### src/rtl/cu_pkg.sv
// Shared types and constants for the multi-cycle LEGv8 control unit.
package cu_pkg;

  typedef enum logic [2:0] {
    S_FETCH = 3'd0,
    S_EXEC  = 3'd1,
    S_MEM   = 3'd2,
    S_WB    = 3'd3,
    S_FAULT = 3'd4
  } state_e;

  typedef enum logic [2:0] {
    CL_DPI,
    CL_DPR,
    CL_LDST,
    CL_BR,
    CL_ILL
  } cls_e;

  typedef enum logic [3:0] {
    CC_EQ, CC_NE, CC_CS, CC_CC, CC_MI, CC_PL, CC_VS, CC_VC,
    CC_HI, CC_LS, CC_GE, CC_LT, CC_GT, CC_LE, CC_AL, CC_NV
  } cond_e;

  localparam int CW_W         = 11;
  localparam int CW_HALT      = 0;
  localparam int CW_WB_MEM    = 1;
  localparam int CW_MEM_WE    = 2;
  localparam int CW_MEM_RE    = 3;
  localparam int CW_STATUS_WE = 4;
  localparam int CW_ALU_B_K   = 5;
  localparam int CW_RF_WE     = 6;
  localparam int CW_IR_EN     = 7;
  localparam int CW_PC_EN     = 8;
  localparam int CW_PC_SEL    = 9;

  localparam logic [1:0] PC_SEL_INC = 2'd0;
  localparam logic [1:0] PC_SEL_K   = 2'd1;

  function automatic logic is_b(input logic [31:0] ir);
    return ir[31:26] == 6'b000101;
  endfunction

  function automatic logic is_bcond(input logic [31:0] ir);
    return ir[31:24] == 8'b01010100;
  endfunction

  function automatic logic is_cb(input logic [31:0] ir);
    return ir[30:25] == 6'b011010;
  endfunction

  // Branch-class encodings that are none of B, B.cond or CB are illegal.
  function automatic cls_e decode_cls(input logic [31:0] ir);
    cls_e c;
    casez (ir[28:25])
      4'b100?: c = CL_DPI;
      4'b?101: c = CL_DPR;
      4'b?1?0: c = CL_LDST;
      4'b101?: c = (is_b(ir) || is_bcond(ir) || is_cb(ir)) ? CL_BR : CL_ILL;
      default: c = CL_ILL;
    endcase
    return c;
  endfunction

endpackage

### src/rtl/cond_eval.sv
// A64 condition-code evaluation against NZCV flags.
module cond_eval
  import cu_pkg::*;
(
  input  logic [3:0] cond,
  input  logic [3:0] nzcv,
  output logic       taken
);
  logic n, z, c, v;
  assign {n, z, c, v} = nzcv;

  always_comb begin
    taken = 1'b0;
    case (cond_e'(cond))
      CC_EQ: taken = z;
      CC_NE: taken = !z;
      CC_CS: taken = c;
      CC_CC: taken = !c;
      CC_MI: taken = n;
      CC_PL: taken = !n;
      CC_VS: taken = v;
      CC_VC: taken = !v;
      CC_HI: taken = c && !z;
      CC_LS: taken = !(c && !z);
      CC_GE: taken = (n == v);
      CC_LT: taken = (n != v);
      CC_GT: taken = !z && (n == v);
      CC_LE: taken = !(!z && (n == v));
      default: taken = 1'b1;
    endcase
  end
endmodule

### src/rtl/seq_controlunit.sv
// Multi-cycle LEGv8 control unit: instruction register, step FSM, per-step
// control word, immediate extension, illegal-encoding and memory-timeout fault.
module seq_controlunit
  import cu_pkg::*;
#(
  parameter int K_W   = 64,
  parameter int TMO_W = 4
) (
  input  logic            clock,
  input  logic            reset,
  input  logic [31:0]     instruction,
  input  logic            instr_valid,
  output logic            instr_ready,
  input  logic [4:0]      status,
  input  logic            mem_ready,
  output logic [10:0]     controlword,
  output logic [K_W-1:0]  constant,
  output logic [2:0]      step,
  output logic            fault
);
  // Last counter value before the limit: the limit check precedes the increment.
  localparam logic [TMO_W-1:0] TMO_LAST = {{(TMO_W-1){1'b1}}, 1'b0};

  state_e           state_q, state_d;
  logic [31:0]      ir_q;
  logic [TMO_W-1:0] cnt_q;
  cls_e             cls;
  logic             is_load, cond_taken, br_taken;
  logic [CW_W-1:0]  cw;

  assign cls     = decode_cls(ir_q);
  assign is_load = ir_q[22];

  cond_eval u_cond (
    .cond  (ir_q[3:0]),
    .nzcv  (status[3:0]),
    .taken (cond_taken)
  );

  always_comb begin
    br_taken = 1'b0;
    if (is_b(ir_q))          br_taken = 1'b1;
    else if (is_bcond(ir_q)) br_taken = cond_taken;
    else if (is_cb(ir_q))    br_taken = ir_q[24] ? !status[4] : status[4];
  end

  always_comb begin
    constant = '0;
    case (cls)
      CL_DPI:  constant = {{(K_W-12){1'b0}}, ir_q[21:10]};
      CL_LDST: constant = {{(K_W-9){ir_q[20]}}, ir_q[20:12]};
      CL_BR:
        if (is_b(ir_q)) constant = {{(K_W-28){ir_q[25]}}, ir_q[25:0], 2'b00};
        else            constant = {{(K_W-21){ir_q[23]}}, ir_q[23:5], 2'b00};
      default: constant = '0;
    endcase
  end

  always_ff @(posedge clock) begin
    if (reset) begin
      state_q <= S_FETCH;
      ir_q    <= '0;
      cnt_q   <= '0;
    end else begin
      state_q <= state_d;
      if (state_q == S_FETCH && instr_valid) ir_q <= instruction;
      if (state_q == S_EXEC)                      cnt_q <= '0;
      else if (state_q == S_MEM && !mem_ready)    cnt_q <= cnt_q + 1'b1;
    end
  end

  always_comb begin
    state_d = state_q;
    cw      = '0;
    case (state_q)
      S_FETCH: begin
        cw[CW_IR_EN] = instr_valid;
        if (instr_valid) state_d = S_EXEC;
      end
      S_EXEC: begin
        case (cls)
          CL_DPI, CL_DPR: begin
            cw[CW_RF_WE]     = 1'b1;
            cw[CW_STATUS_WE] = ir_q[29];
            cw[CW_ALU_B_K]   = (cls == CL_DPI);
            cw[CW_PC_EN]     = 1'b1;
            state_d          = S_FETCH;
          end
          CL_LDST: begin
            cw[CW_ALU_B_K] = 1'b1;
            state_d        = S_MEM;
          end
          CL_BR: begin
            cw[CW_PC_EN]           = 1'b1;
            cw[CW_PC_SEL +: 2]     = br_taken ? PC_SEL_K : PC_SEL_INC;
            state_d                = S_FETCH;
          end
          default: state_d = S_FAULT;
        endcase
      end
      S_MEM: begin
        cw[CW_MEM_RE] = is_load;
        cw[CW_MEM_WE] = !is_load;
        if (mem_ready) begin
          if (is_load) state_d = S_WB;
          else begin
            cw[CW_PC_EN] = 1'b1;
            state_d      = S_FETCH;
          end
        end else if (cnt_q == TMO_LAST) begin
          state_d = S_FAULT;
        end
      end
      S_WB: begin
        cw[CW_RF_WE]  = 1'b1;
        cw[CW_WB_MEM] = 1'b1;
        cw[CW_PC_EN]  = 1'b1;
        state_d       = S_FETCH;
      end
      default: cw[CW_HALT] = 1'b1;
    endcase
    // A reset cycle abandons any in-flight access and never moves the PC.
    if (reset) begin
      cw           = '0;
      cw[CW_IR_EN] = instr_valid;
    end
  end

  assign controlword = cw;
  assign instr_ready = (state_q == S_FETCH);
  assign fault       = (state_q == S_FAULT);
  assign step        = state_q;
endmodule
### config.mk
export PLATFORM = sky130hd
export DESIGN_NAME = seq_controlunit
export DESIGN_NICKNAME = d
export VERILOG_FILES = /design/src/rtl/cu_pkg.sv /design/src/rtl/cond_eval.sv /design/src/rtl/seq_controlunit.sv
export SDC_FILE = /design/constraint.sdc
export NUM_CORES = 1
export LEC_CHECK = 0
export CORE_MARGIN = 2
export CORE_UTILIZATION = 39
export DETAILED_ROUTE_END_ITERATION = 8
export GPL_ROUTABILITY_DRIVEN = 0
export PLACE_DENSITY = 0.75
export RECOVER_POWER = 100
export SYNTH_ARGS = -nofsm -noshare
export SYNTH_HDL_FRONTEND = slang
export SYNTH_HIERARCHICAL = 1
export SYNTH_SLANG_ARGS = --single-unit
export TNS_END_PERCENT = 20
### constraint.sdc
create_clock -name clock -period 3.1 [get_ports clock]
set_input_delay 0.62 -clock clock [delete_from_list [all_inputs] [get_ports clock]]
set_output_delay 0.62 -clock clock [all_outputs]
set_load 0.005 [all_outputs]
# Word-level counts from Yosys, hierarchy flattened
# Index checks and enable logic that the tools add are counted.
op_classes:
  add_sub_neg: 1
  eq_ne: 32
  muxes: 32
  reduce_logical: 24
ops:
  columns: ["cell", "n"]
  rows:
  - ["64-bit one-hot mux with 3 select lines", 1]
  - ["64-bit 2-to-1 mux", 1]
  - ["4-bit == test (second input constant)", 7]
  - ["3-bit one-hot mux with 4 select lines", 2]
  - ["4-bit by 3-bit == test with 1-bit output (second input constant)", 4]
  - ["1-bit 2-to-1 mux", 14]
  - ["1-bit one-hot mux with 14 select lines", 1]
  - ["3-bit by 2-bit == test with 1-bit output (second input constant)", 4]
  - ["3-bit == test (second input constant)", 4]
  - ["3-bit 2-to-1 mux", 4]
  - ["11-bit 2-to-1 mux", 1]
  - ["1-bit zero test", 9]
  - ["4-bit by 2-bit == test with 1-bit output (second input constant)", 2]
  - ["8-bit by 7-bit == test with 1-bit output (second input constant)", 1]
  - ["2-bit 2-to-1 mux", 4]
  - ["3-bit by 1-bit == test with 1-bit output (second input constant)", 2]
  - ["6-bit by 3-bit == test with 1-bit output (second input constant)", 1]
  - ["6-bit by 5-bit == test with 1-bit output (second input constant)", 1]
  - ["3-bit zero test", 2]
  - ["3-bit one-hot mux with 2 select lines", 1]
  - ["4-bit by 1-bit adder with 4-bit output (second input constant)", 1]
  - ["4-bit by 1-bit == test with 1-bit output (second input constant)", 1]
  - ["1-bit logical AND", 4]
  - ["4-bit zero test", 1]
  - ["other kinds (13)", 16]
totals:
  ff_bits: 39
  word_cells: 92

# Depth between registers and ports, before layout
# Gate-level depths: netlist of the first run.
depth:
  word_depth: 10
  mapped_depth: 9
  mapped_depth_nobuf: 8

# Cells and area by module
# Netlist of the first run, hierarchy kept.
modules_own_cells:
  columns: ["module", "instances", "cells_per_inst", "area_each_um2", "seq_area_each_um2"]
  rows:
  - ["seq_controlunit", 1, 344, 2578.7, 780.7]
  - ["cond_eval", 1, 24, 177.7, 0.0]

# Worst setup path after synthesis of the first run
# No wires, ideal clock.
synth_path:
  path_type: "register to output"
  start: "reg ir_q[25]"
  end: "out constant[28]"
  arrival_ns: 2.742
  required_time_ns: 2.480
  path_slack_ns: -0.262
  stages_incl_launch_ff: 7
  path_buffers: 2
  path_cell_list: "dfxtp_1 or3b_1 o21ai_2 nand3_4 buf_6 o21ai_1 buf_4"
synth_between:
  elab_chain_cells: 7
  word_cells_on_any_way: 13
  cone_classes: "eq/ne (6); mux (4); reduce/logical (3)"
synth_rtl:
  columns: ["element", "line_no", "text"]
  rows:
  - ["start, declared", "seq_controlunit.sv:25", "logic [31:0] ir_q;"]
  - ["start signal, assigned", "seq_controlunit.sv:66", "if (state_q == S_FETCH && instr_valid) ir_q <= instruction;"]
  - ["8-bit by 7-bit == test with 1-bit output", "cu_pkg.sv:45", "return ir[31:24] == 8'b01010100;"]
  - ["1-bit logical OR (2 in a row)", "cu_pkg.sv:59", "4'b101?: c = (is_b(ir) || is_bcond(ir) || is_cb(ir)) ? CL_BR : CL_ILL;"]
  - ["3-bit 2-to-1 mux", "cu_pkg.sv:59", null]
  - ["3-bit one-hot mux with 4 select lines", "cu_pkg.sv:55", "casez (ir[28:25])"]
  - ["3-bit by 2-bit == test with 1-bit output or 3-bit zero test (tied branches)", "seq_controlunit.sv:49", "case (cls)"]
  - ["64-bit one-hot mux with 3 select lines *", "seq_controlunit.sv:49", null]
  - ["end, declared", "seq_controlunit.sv:17", "output logic [K_W-1:0] constant,"]
# Every way passes the cells marked *; elsewhere a longest branch is shown, timed or not.

# Worst setup path in the final report of the first run
layout_path:
  start: "reg ir_q[27]"
  end: "out constant[7]"
layout_between:
  elab_chain_cells: 7
  word_cells_on_any_way: 16
  cone_classes: "eq/ne (9); mux (4); reduce/logical (3)"
layout_rtl:
  columns: ["element", "line_no"]
  rows:
  - ["8-bit by 7-bit == test with 1-bit output or 6-bit by 3-bit == test with 1-bit output (tied branches)", "cu_pkg.sv:45, cu_pkg.sv:41"]
  - ["1-bit logical OR (2 in a row)", "cu_pkg.sv:59"]
  - ["3-bit 2-to-1 mux", "cu_pkg.sv:59"]
  - ["3-bit one-hot mux with 4 select lines", "cu_pkg.sv:55"]
  - ["3-bit by 2-bit == test with 1-bit output or 3-bit zero test (tied branches)", "seq_controlunit.sv:49"]
  - ["64-bit one-hot mux with 3 select lines *", "seq_controlunit.sv:49"]
# Marked as above.

==> run metrics, run 1 <==
Area Growth Syn to Fin=40.31%; Final Routed Wirelength=7610 um; Min-Delay Endpoint=ir_q[23]$_SDFFE_PP0P_; num ports=121; Synth Area in Adders=0.9079%; largest net degree at the start of global routing=42; Final HPWL DP=5692 um; DR WL/cell=13.91 um; worst setup path start=ir_q[27]$_SDFFE_PP0P_; prevailing post-synth register cell=dfxtp_1; Worst Setup Path Type=reg2out; DIE AREA=7756 um2; clk sinks=39; CTS tree=built; outcome=finished with violations; largest family of logic cells by synthesized area=compound AO/OA/AOI/OAI gates; Core Region=6832 um2; gr usage total=18.63%; worst relative slew slack=-1.523%; WP data required=2480 ps; Final Net Count=494; global-route wire length before repair=11580 um; worst vdd ir=0.1961 mV; worst hold path type=reg2reg; Seq cells post-synth=39; RR Endpoint=ir_q[1]$_SDFFE_PP0P_; Fin Setup TNS=0 ps; total of max-cap violations=1; Starting Density=40.35%; LEAKAGE=1.494 nW; failing checks=max-capacitance violations, max-slew violations; asr flop ratio synth=0%; Port Buffers=119; compound-cell area share of the yosys netlist=23.20%; RSZ-0062 raised after global routing=false; Die Span X=88.07 um; HP Start=ir_q[23]$_SDFFE_PP0P_; post-route ant nets=0; DR vias/cell=5.110; Row Count=30; slew of the pin with the lowest slew margin=1502 ps; Cells after Synth=368; EDFF count, synth=0; post-layout util=56.61%; critical path peak fanout=8; Simple-Gate Fraction of Synth Area=22.92%; Pwr Density=328.0 nW/um2; DRT iter0 DRCs=140; Placed Instance Area=3777 um2; number of global-route vias before repair=2466; final setup fails=0; CTS Buf Count=5; reg2reg start=step[2]$_SDFFE_PP0P_; Syn. warnings=6; post-synthesis xor/xnor area fraction=1.906%; Post-Syn Area=2756 um2; GRT Residual Overflow=0; Hold WS=454.6 ps; layout cells sized above 1=8.647%; final slew viol count=10; n_diodes=0; Worst EP arrival=2390 ps; DR vias=2795; Design Area, Final=3867 um2; sequential fraction of the synthesis area=28.33%; Worst-path clk slew=70 ps; worst hold path depth=2; CP Launch Type=flop; R2R depth=5; period utilization=97.03%; CP Capture Type=primary output; initial antenna violation count=0; Layout Skew=6.370 ps; internal reg-to-reg setup slack=750 ps; final worst path period need=3008 ps; mux share of post-synthesis cell area=6.173%; DRC viols=0; syn avg cell area=7.490 um2; Mapped Nets=411; DRT Pass-1 Iters=4; Final Hold Vio Count=0; worst skew pair latency=280 ps; Fmax=0.3325 GHz; Clock Tree Buf Depth=2; synth unique cells=61; CTS Root Cell=clkbuf_8; H-tree lvl count=2; Die Span Y=88.07 um
-- worst max-delay path, cell delays in order, from the launching register on --
cell and delay (ps):
dfxtp_1 400, nor2b_4 230, and4_2 340, clkbuf_4 240, mux2i_1 200, o21ai_1 90, dlygate4sd3_1 610
-- metrics by stage --
stage,setup WS (ps),power (mW),cells
6_report,92.10,1.268,547
2_1_floorplan,283.2,0.7951,368
4_1_cts,42.22,1.281,545
3_3_place_gp,-379.2,0.9394,538
3_5_place_dp,-412.1,0.9467,538
5_1_grt,8.069,1.333,547
-- final cells by class --
cell class | instances | area [um2]
Fill cell | 669 | 2964
Multi-Input combinational cell | 261 | 1530
Timing Repair Buffer | 137 | 1323
Sequential cell | 39 | 780.7
Tap cell | 96 | 120.1
Clock buffer | 6 | 82.58
Inverter | 7 | 26.28
Clock inverter | 1 | 5.005
-- cells in the mapped netlist, types with 5 or more instances --
library cell | number | area (um2)
a22oi_1 | 7 | 52.55
a21oi_1 | 44 | 220.2
clkbuf_1 | 10 | 37.54
nand2_1 | 77 | 289.0
buf_2 | 5 | 25.02
nor2_1 | 20 | 75.07
buf_4 | 41 | 307.8
o21ai_1 | 22 | 110.1
buf_6 | 5 | 56.30
inv_1 | 6 | 22.52
nand2b_1 | 5 | 31.28
dfxtp_1 | 39 | 780.8
mux2i_1 | 17 | 170.2
-- cell usage in the layout, fill, tap and decap left out, drive strengths merged, types with 3 or more instances in the layout --
| master | instances |
|---|---|
| dfxtp | 39 |
| xor2 | 4 |
| nand2b | 5 |
| o21ai | 27 |
| buf | 16 |
| inv | 7 |
| o211ai | 4 |
| nor2b | 4 |
| clkdlybuf4s50 | 87 |
| dlygate4sd3 | 27 |
| clkbuf | 10 |
| nand2 | 77 |
| a22oi | 7 |
| nor3 | 3 |
| mux2i | 17 |
| nor2 | 20 |
| a21oi | 45 |
-- metal layers --
| layer | vias up | GRT usage (%) | wire [um] |
|---|---|---|---|
| met5 | - | 0 | 0 |
| met3 | 6 | 3.299 | 587 |
| met4 | 0 | 3.444 | 59 |
| met2 | 121 | 34.23 | 3761 |
| met1 | 1266 | 22.95 | 3201 |
| li1 | 1402 | - | - |
-- cells by family (layout without fill, tap and decap cells) --
| logic type | after synthesis | count (layout) |
|---|---|---|
| buffers and inverters | 68 | 151 |
| multiplexers | 17 | 17 |
| flip-flops | 39 | 39 |
| AND/OR/NAND/NOR | 129 | 129 |
| adder cells (fa/ha/maj) | 2 | 2 |
| AO/OA/AOI/OAI | 106 | 106 |
| other | 1 | 1 |
| XOR/XNOR | 6 | 6 |
-- timing repair --
| action | 4_1_cts | 5_1_grt |
|---|---|---|
| pin swaps | 3 | 8 |
| endpoints found under the setup margin | 1 | 43 |
| setup buffers | 0 | 2 |
| hold endpoints to repair | 0 | 0 |
| gates resized for setup | 8 | 8 |
| hold buffers | 0 | 0 |
-- worst max-delay path by stage --
stage	depth (start not counted)	endpoint	slack, ps
after CTS	6	constant[9]	40
after detailed placement	10	controlword[9]	-410
after floorplan	6	constant[28]	280
after global routing	6	constant[10]	8
after global placement	10	controlword[9]	-380
final	6	constant[7]	90
-- power by group --
part	switching [mW]	internal, mW	total, mW
clock network	0.163	0.174	0.338
registers	0.0529	0.537	0.590
logic	0.165	0.175	0.341
total	0.381	0.887	1.27
-- sequential cells by signal, indices dropped and copies added (netlist names) --
name,count
ir_q,32
cnt_q,4
step,3
(Power assumes the default switching activity.)
==> run 2, diff against run 1 <==
--- a/config.mk
+++ b/config.mk
@@ -5,8 +5,9 @@
 export SDC_FILE = /design/constraint.sdc
 export NUM_CORES = 1
 export LEC_CHECK = 0
-export CORE_MARGIN = 2
+export CORE_MARGIN = 5
 export CORE_UTILIZATION = 39
+export CTS_BUF_LIST = sky130_fd_sc_hd__clkbuf_8 sky130_fd_sc_hd__clkbuf_16
 export DETAILED_ROUTE_END_ITERATION = 8
 export GPL_ROUTABILITY_DRIVEN = 0
 export PLACE_DENSITY = 0.75
==> run 2 against run 1 <==
Compared with the run above: the flow finishes with violations (max-capacitance violations); worst hold slack gained 0.59 ps; total power grew 13%; sequential cell count is the same; combinational power is essentially flat; utilization grew 0.40 points; non-clock buffer count shrank 3; count of clock-buffer cells in the layout shrank 1; register-to-register slack lost 40 ps; final area grew 0.71%; fmax shrank 1.4%; largest cell class unchanged; largest power group unchanged; highest routed layer unchanged.
==> run metrics, run 2 (synthesis gave the netlist of run 1 again) <==
n_diodes=0; num ports=121; most common cell after layout, fill and taps aside=clkdlybuf4s50_1; Worst-path clk slew=70 ps; global-route wire length before repair=12500 um; CP Launch Type=primary input; Clock power frac=35.1%; Die Span X=94.07 um; reg2reg start=step[2]$_SDFFE_PP0P_; largest net degree at the start of global routing=42; Layout Skew=7.868 ps; H-tree lvl count=2; Post-Place Setup Slack=-424.1 ps; Final HPWL DP=6048 um; worst relative slew slack=0.2990%; worst setup path start=status[3]; period utilization=98.41%; Final Instance Count excl. Fillers=545; Sequential Power Share=41.2%; final setup fails=0; Die Span Y=94.07 um; gr usage total=17.50%; DRT Pass-1 Iters=4; initial antenna violation count=0; clk sinks=39; Area Growth Syn to Fin=41.31%; R2R depth=5; LEAKAGE=1.492 nW; CP Capture Type=primary output; critical path peak fanout=3; internal reg-to-reg setup slack=710 ps; DR vias/cell=5.064; Net Sw Frac=28.12%; DIE AREA=8849 um2; RSZ-0062 raised after global routing=true; DR WL/cell=14.63 um; RR Endpoint=ir_q[20]$_SDFFE_PP0P_; Psw=0.4032 mW; Biggest register=ir_q; post-route setup slack=49.28 ps; Int Pwr=1.030 mW; Worst EP arrival=2430 ps; Starting Density=40.35%; Pwr Density=368.1 nW/um2; failing checks=max-capacitance violations; total of max-cap violations=1; Port Buffers=119; slew of the pin with the lowest slew margin=1475 ps; final worst path period need=3051 ps; placed insts=536; CTS tree=built; Comb power frac=23.7%; CTS Buf Count=5; Worst Setup Path Type=in2out; max reg flops=32; worst vdd ir=0.2296 mV; Design Area, Final=3895 um2; worst hold path type=reg2reg; commonest non-fill, non-tap cells in the layout=clkdlybuf4s50_1, nand2_1, a21oi_1; DRT iter0 DRCs=117; post-route ant nets=0; final slew viol count=0; Clock Tree Buf Depth=2; hold_buf cts=0; number of global-route vias before repair=2630; Final Net Count=491; CTS Root Cell=clkbuf_8; DRC viols=0; Fmax=0.3278 GHz; Final Routed Wirelength=7974 um; Final Hold Vio Count=0; DR vias=2760; Row Count=30; GRT Residual Overflow=0; WP data required=2480 ps; worst skew pair latency=300 ps; Core Region=6832 um2; Placed Instance Area=3762 um2; CP Capture Point=controlword[9]; layout cells sized above 1=6.904%; outcome=finished with violations
==> run 2: cell count changes in the layout (fill, tap and decap cells not counted), moves of 2 or more <==
cell | previous run | this run
dlygate4sd3_1 | 27 | 17
clkdlybuf4s50_1 | 87 | 95
buf_4 | 15 | 9
o21ai_0 | 5 | 11
o21ai_1 | 19 | 13
bufinv_16 | 0 | 2
clkbuf_2 | 2 | 0
dlygate4sd2_1 | 2 | 4
==> run 2: final cells by class <==
type	instances	area (um2)
flip-flops and latches	39	780.7
inverters	7	26.28
well taps	96	120.1
clock inverters	3	63.81
repair buffers	134	1310
clock buffers	5	68.82
multi-input cells	261	1525
fillers	653	2937
==> run 2: worst min-delay path by stage <==
stage | startpoint | end | cells after the start
after floorplan | ir_q[4]$_SDFFE_PP0P_ | ir_q[4]$_SDFFE_PP0P_ | 2
after global placement | ir_q[23]$_SDFFE_PP0P_ | ir_q[23]$_SDFFE_PP0P_ | 2
after detailed placement | ir_q[4]$_SDFFE_PP0P_ | ir_q[4]$_SDFFE_PP0P_ | 2
after CTS | ir_q[4]$_SDFFE_PP0P_ | ir_q[4]$_SDFFE_PP0P_ | 2
after global routing | ir_q[23]$_SDFFE_PP0P_ | ir_q[23]$_SDFFE_PP0P_ | 2
final | ir_q[23]$_SDFFE_PP0P_ | ir_q[23]$_SDFFE_PP0P_ | 2
==> run 2: critical path: stages <==
cell and delay, ps:
dlygate4sd2_1 270, xor2_2 200, a221o_1 370, nand2_1 80, a32oi_2 50, o21ai_2 110
a21oi_1 90, o22ai_1 180, and4_1 220, dlygate4sd2_1 240
==> run 2: through the flow <==
stage          hold slack, ps  utilization (%)  total power, mW  TNS (ps)
5_1_grt                 481.1            57.01            1.495    -65.15
4_1_cts                 460.5            57.09            1.440         0
3_3_place_gp            445.7            55.07           0.9378    -393.1
3_5_place_dp            450.4            55.07           0.9462    -424.1
6_report                455.2            57.01            1.434         0
2_1_floorplan           436.0                -           0.7951         0
==> run 2: repair_timing <==
item	4_1_cts	5_1_grt
resized for setup	7	9
pin swaps	2	2
hold endpoints to repair	0	0
buffers inserted	0	1
setup endpoints to repair	1	30
==> run 2: power by group through the flow <==
stage | clock [mW] | sequential [mW] | combinational (mW)
2_1_floorplan | 0 | 0.581 | 0.215
3_3_place_gp | 0 | 0.603 | 0.335
3_5_place_dp | 0 | 0.603 | 0.343
4_1_cts | 0.503 | 0.592 | 0.345
5_1_grt | 0.522 | 0.598 | 0.375
6_report | 0.503 | 0.591 | 0.340
==> run 2: metal layers <==
metal	wire length, um	global-route usage (%)	up-vias
met1	3364	20.84	1254
met5	0	0	-
met2	3902	31.82	101
met4	57	3.249	0
li1	-	-	1400
met3	650	4.327	5
==> run 3, diff against run 2 <==
--- a/config.mk
+++ b/config.mk
@@ -5,12 +5,12 @@
 export SDC_FILE = /design/constraint.sdc
 export NUM_CORES = 1
 export LEC_CHECK = 0
-export CORE_MARGIN = 5
+export CORE_MARGIN = 10
 export CORE_UTILIZATION = 39
 export CTS_BUF_LIST = sky130_fd_sc_hd__clkbuf_8 sky130_fd_sc_hd__clkbuf_16
 export DETAILED_ROUTE_END_ITERATION = 8
 export GPL_ROUTABILITY_DRIVEN = 0
-export PLACE_DENSITY = 0.75
+export PLACE_DENSITY = 0.83
 export RECOVER_POWER = 100
 export SYNTH_ARGS = -nofsm -noshare
 export SYNTH_HDL_FRONTEND = slang
==> run 3 against run 2 <==
Compared with the run above: the run ends with max-capacitance violations, max-slew violations left; combinational power is 2% higher; setup slack improved by 9.7 ps; clock skew down 6.1 ps; fmax increased by 0.32%; register-to-register slack worse by 140 ps; critical path type unchanged; largest cell class unchanged; largest power group unchanged.
==> run metrics, run 3 (synthesis gave the netlist of run 1 again) <==
outcome=finished with violations; failing checks=max-capacitance violations, max-slew violations; internal reg-to-reg setup slack=570 ps; worst skew pair latency=290 ps; num ports=121; largest net degree at the start of global routing=42; GRT Residual Overflow=0; hold_buf cts=0; final worst path period need=3041 ps; CP Capture Type=primary output; commonest non-fill, non-tap cells in the layout=clkdlybuf4s50_1, nand2_1, a21oi_1; Die Span X=104.1 um; Design Power=1.286 mW; Clock Tree Buf Depth=2; Post-Place Setup Slack=-422.5 ps; CTS Root Cell=clkbuf_8; post-route ant nets=0; Biggest register=ir_q; layout cells sized above 1=8.909%; R2R depth=5; Core Region=6832 um2; worst relative slew slack=-5.419%; number of global-route vias before repair=2751; DR vias/cell=5.198; Worst Setup Path Type=in2out; worst hold path type=reg2reg; Pwr Density=333.1 nW/um2; CP Launch Type=primary input; RSZ-0062 raised after global routing=true; Layout Skew=1.728 ps; Final HPWL DP=7012 um; global-route wire length before repair=14350 um; worst vdd ir=0.2026 mV; final slew viol count=10; H-tree lvl count=2; reg2reg start=step[2]$_SDFFE_PP0P_; fill cell count=673; CTS tree=built; worst setup path start=status[1]; Worst EP arrival=2420 ps; final setup fails=0; CTS Buf Count=5; gr usage total=15.78%; DRT Pass-1 Iters=4; Fmax=0.3288 GHz; post-layout util=56.50%; most common cell after layout, fill and taps aside=clkdlybuf4s50_1; DIE AREA=10830 um2; Row Count=30; post-route setup slack=58.98 ps; Area Growth Syn to Fin=40.04%; critical path peak fanout=4; Worst-path clk slew=70 ps; DRC viols=0; DR vias=2833; n_diodes=0; Die Span Y=104.1 um; DR WL/cell=16.56 um; WP data required=2480 ps; Final Hold Vio Count=0; DRT iter0 DRCs=192; CP Capture Point=controlword[9]; clk sinks=39; initial antenna violation count=0; total of max-cap violations=1; Hold WS=473.3 ps; Final Net Count=492; LEAKAGE=1.461 nW; Final Routed Wirelength=9023 um; RR Endpoint=ir_q[19]$_SDFFE_PP0P_; period utilization=98.10%; slew of the pin with the lowest slew margin=1559 ps; worst hold path depth=2; Port Buffers=119; Starting Density=40.35%; max reg flops=32
[run 3: cell types whose count changed in the layout (fill, tap and decap cells not counted), sizes merged]
cell | previous run | this run
clkinv | 0 | 1
buf | 11 | 13
clkdlybuf4s15 | 1 | 0
inv | 8 | 7
clkbuf | 9 | 12
dlymetal6s2s | 1 | 0
dlygate4sd3 | 17 | 18
bufinv | 2 | 0
dlygate4sd2 | 4 | 2
[run 3: layer usage]
metal  global-route usage (%)  up-vias  share of wire (%)
met3                    5.390        8                8.7
met1                    19.09     1293                 43
met2                    26.08      135                 48
met5                        0        -                  0
met4                    3.877        0               0.88
li1                         -     1397                  -
[run 3: metrics by stage]
step                      TNS (ps)  instance area (um2)  std cells
after floorplan                  0                 2760        368
after global placement      -383.1                 3770        537
after detailed placement    -422.5                 3770        537
after CTS                        0                 3866        544
after global routing        -10.86                 3860        545
final                            0                 3860        545
[run 3: what timing repair did]
item	CTS	global route
resized for setup	9	15
pin swaps	1	5
setup endpoints to repair	40	45
gates cloned	0	0
setup buffers	0	1
[run 3: worst min path at each step]
| stage | startpoint | endpoint | slack (ps) |
|---|---|---|---|
| after floorplan | ir_q[4]$_SDFFE_PP0P_ | ir_q[4]$_SDFFE_PP0P_ | 440 |
| after global placement | ir_q[23]$_SDFFE_PP0P_ | ir_q[23]$_SDFFE_PP0P_ | 450 |
| after detailed placement | ir_q[23]$_SDFFE_PP0P_ | ir_q[23]$_SDFFE_PP0P_ | 470 |
| after CTS | ir_q[23]$_SDFFE_PP0P_ | ir_q[23]$_SDFFE_PP0P_ | 480 |
| after global routing | ir_q[8]$_SDFFE_PP0P_ | ir_q[8]$_SDFFE_PP0P_ | 500 |
| final | ir_q[23]$_SDFFE_PP0P_ | ir_q[23]$_SDFFE_PP0P_ | 470 |
[run 3: critical path, cell delays in order]
cell and delay, ps:
dlygate4sd2_1 280, and4bb_1 210, a311oi_2 240, a21oi_1 80
a31oi_1 190, o21ai_2 100, a21oi_2 140, o22ai_1 90
and4_1 210, dlygate4sd2_1 260
[run 3: layout make-up]
type                            count  area, um2  share of cell area (%)
Tap cell                           96      120.1                   3.112
Clock buffer                        6      82.58                   2.139
Timing Repair Buffer              135       1304                   33.78
Clock inverter                      1      5.005                  0.1297
Inverter                            7      26.28                  0.6807
Multi-Input combinational cell    261       1540                   39.90
Sequential cell                    39      782.0                   20.26
[run 3: where the power goes]
part	switching (mW)	internal [mW]
logic	0.171	0.175
clock network	0.172	0.175
registers	0.0557	0.537
total	0.399	0.887
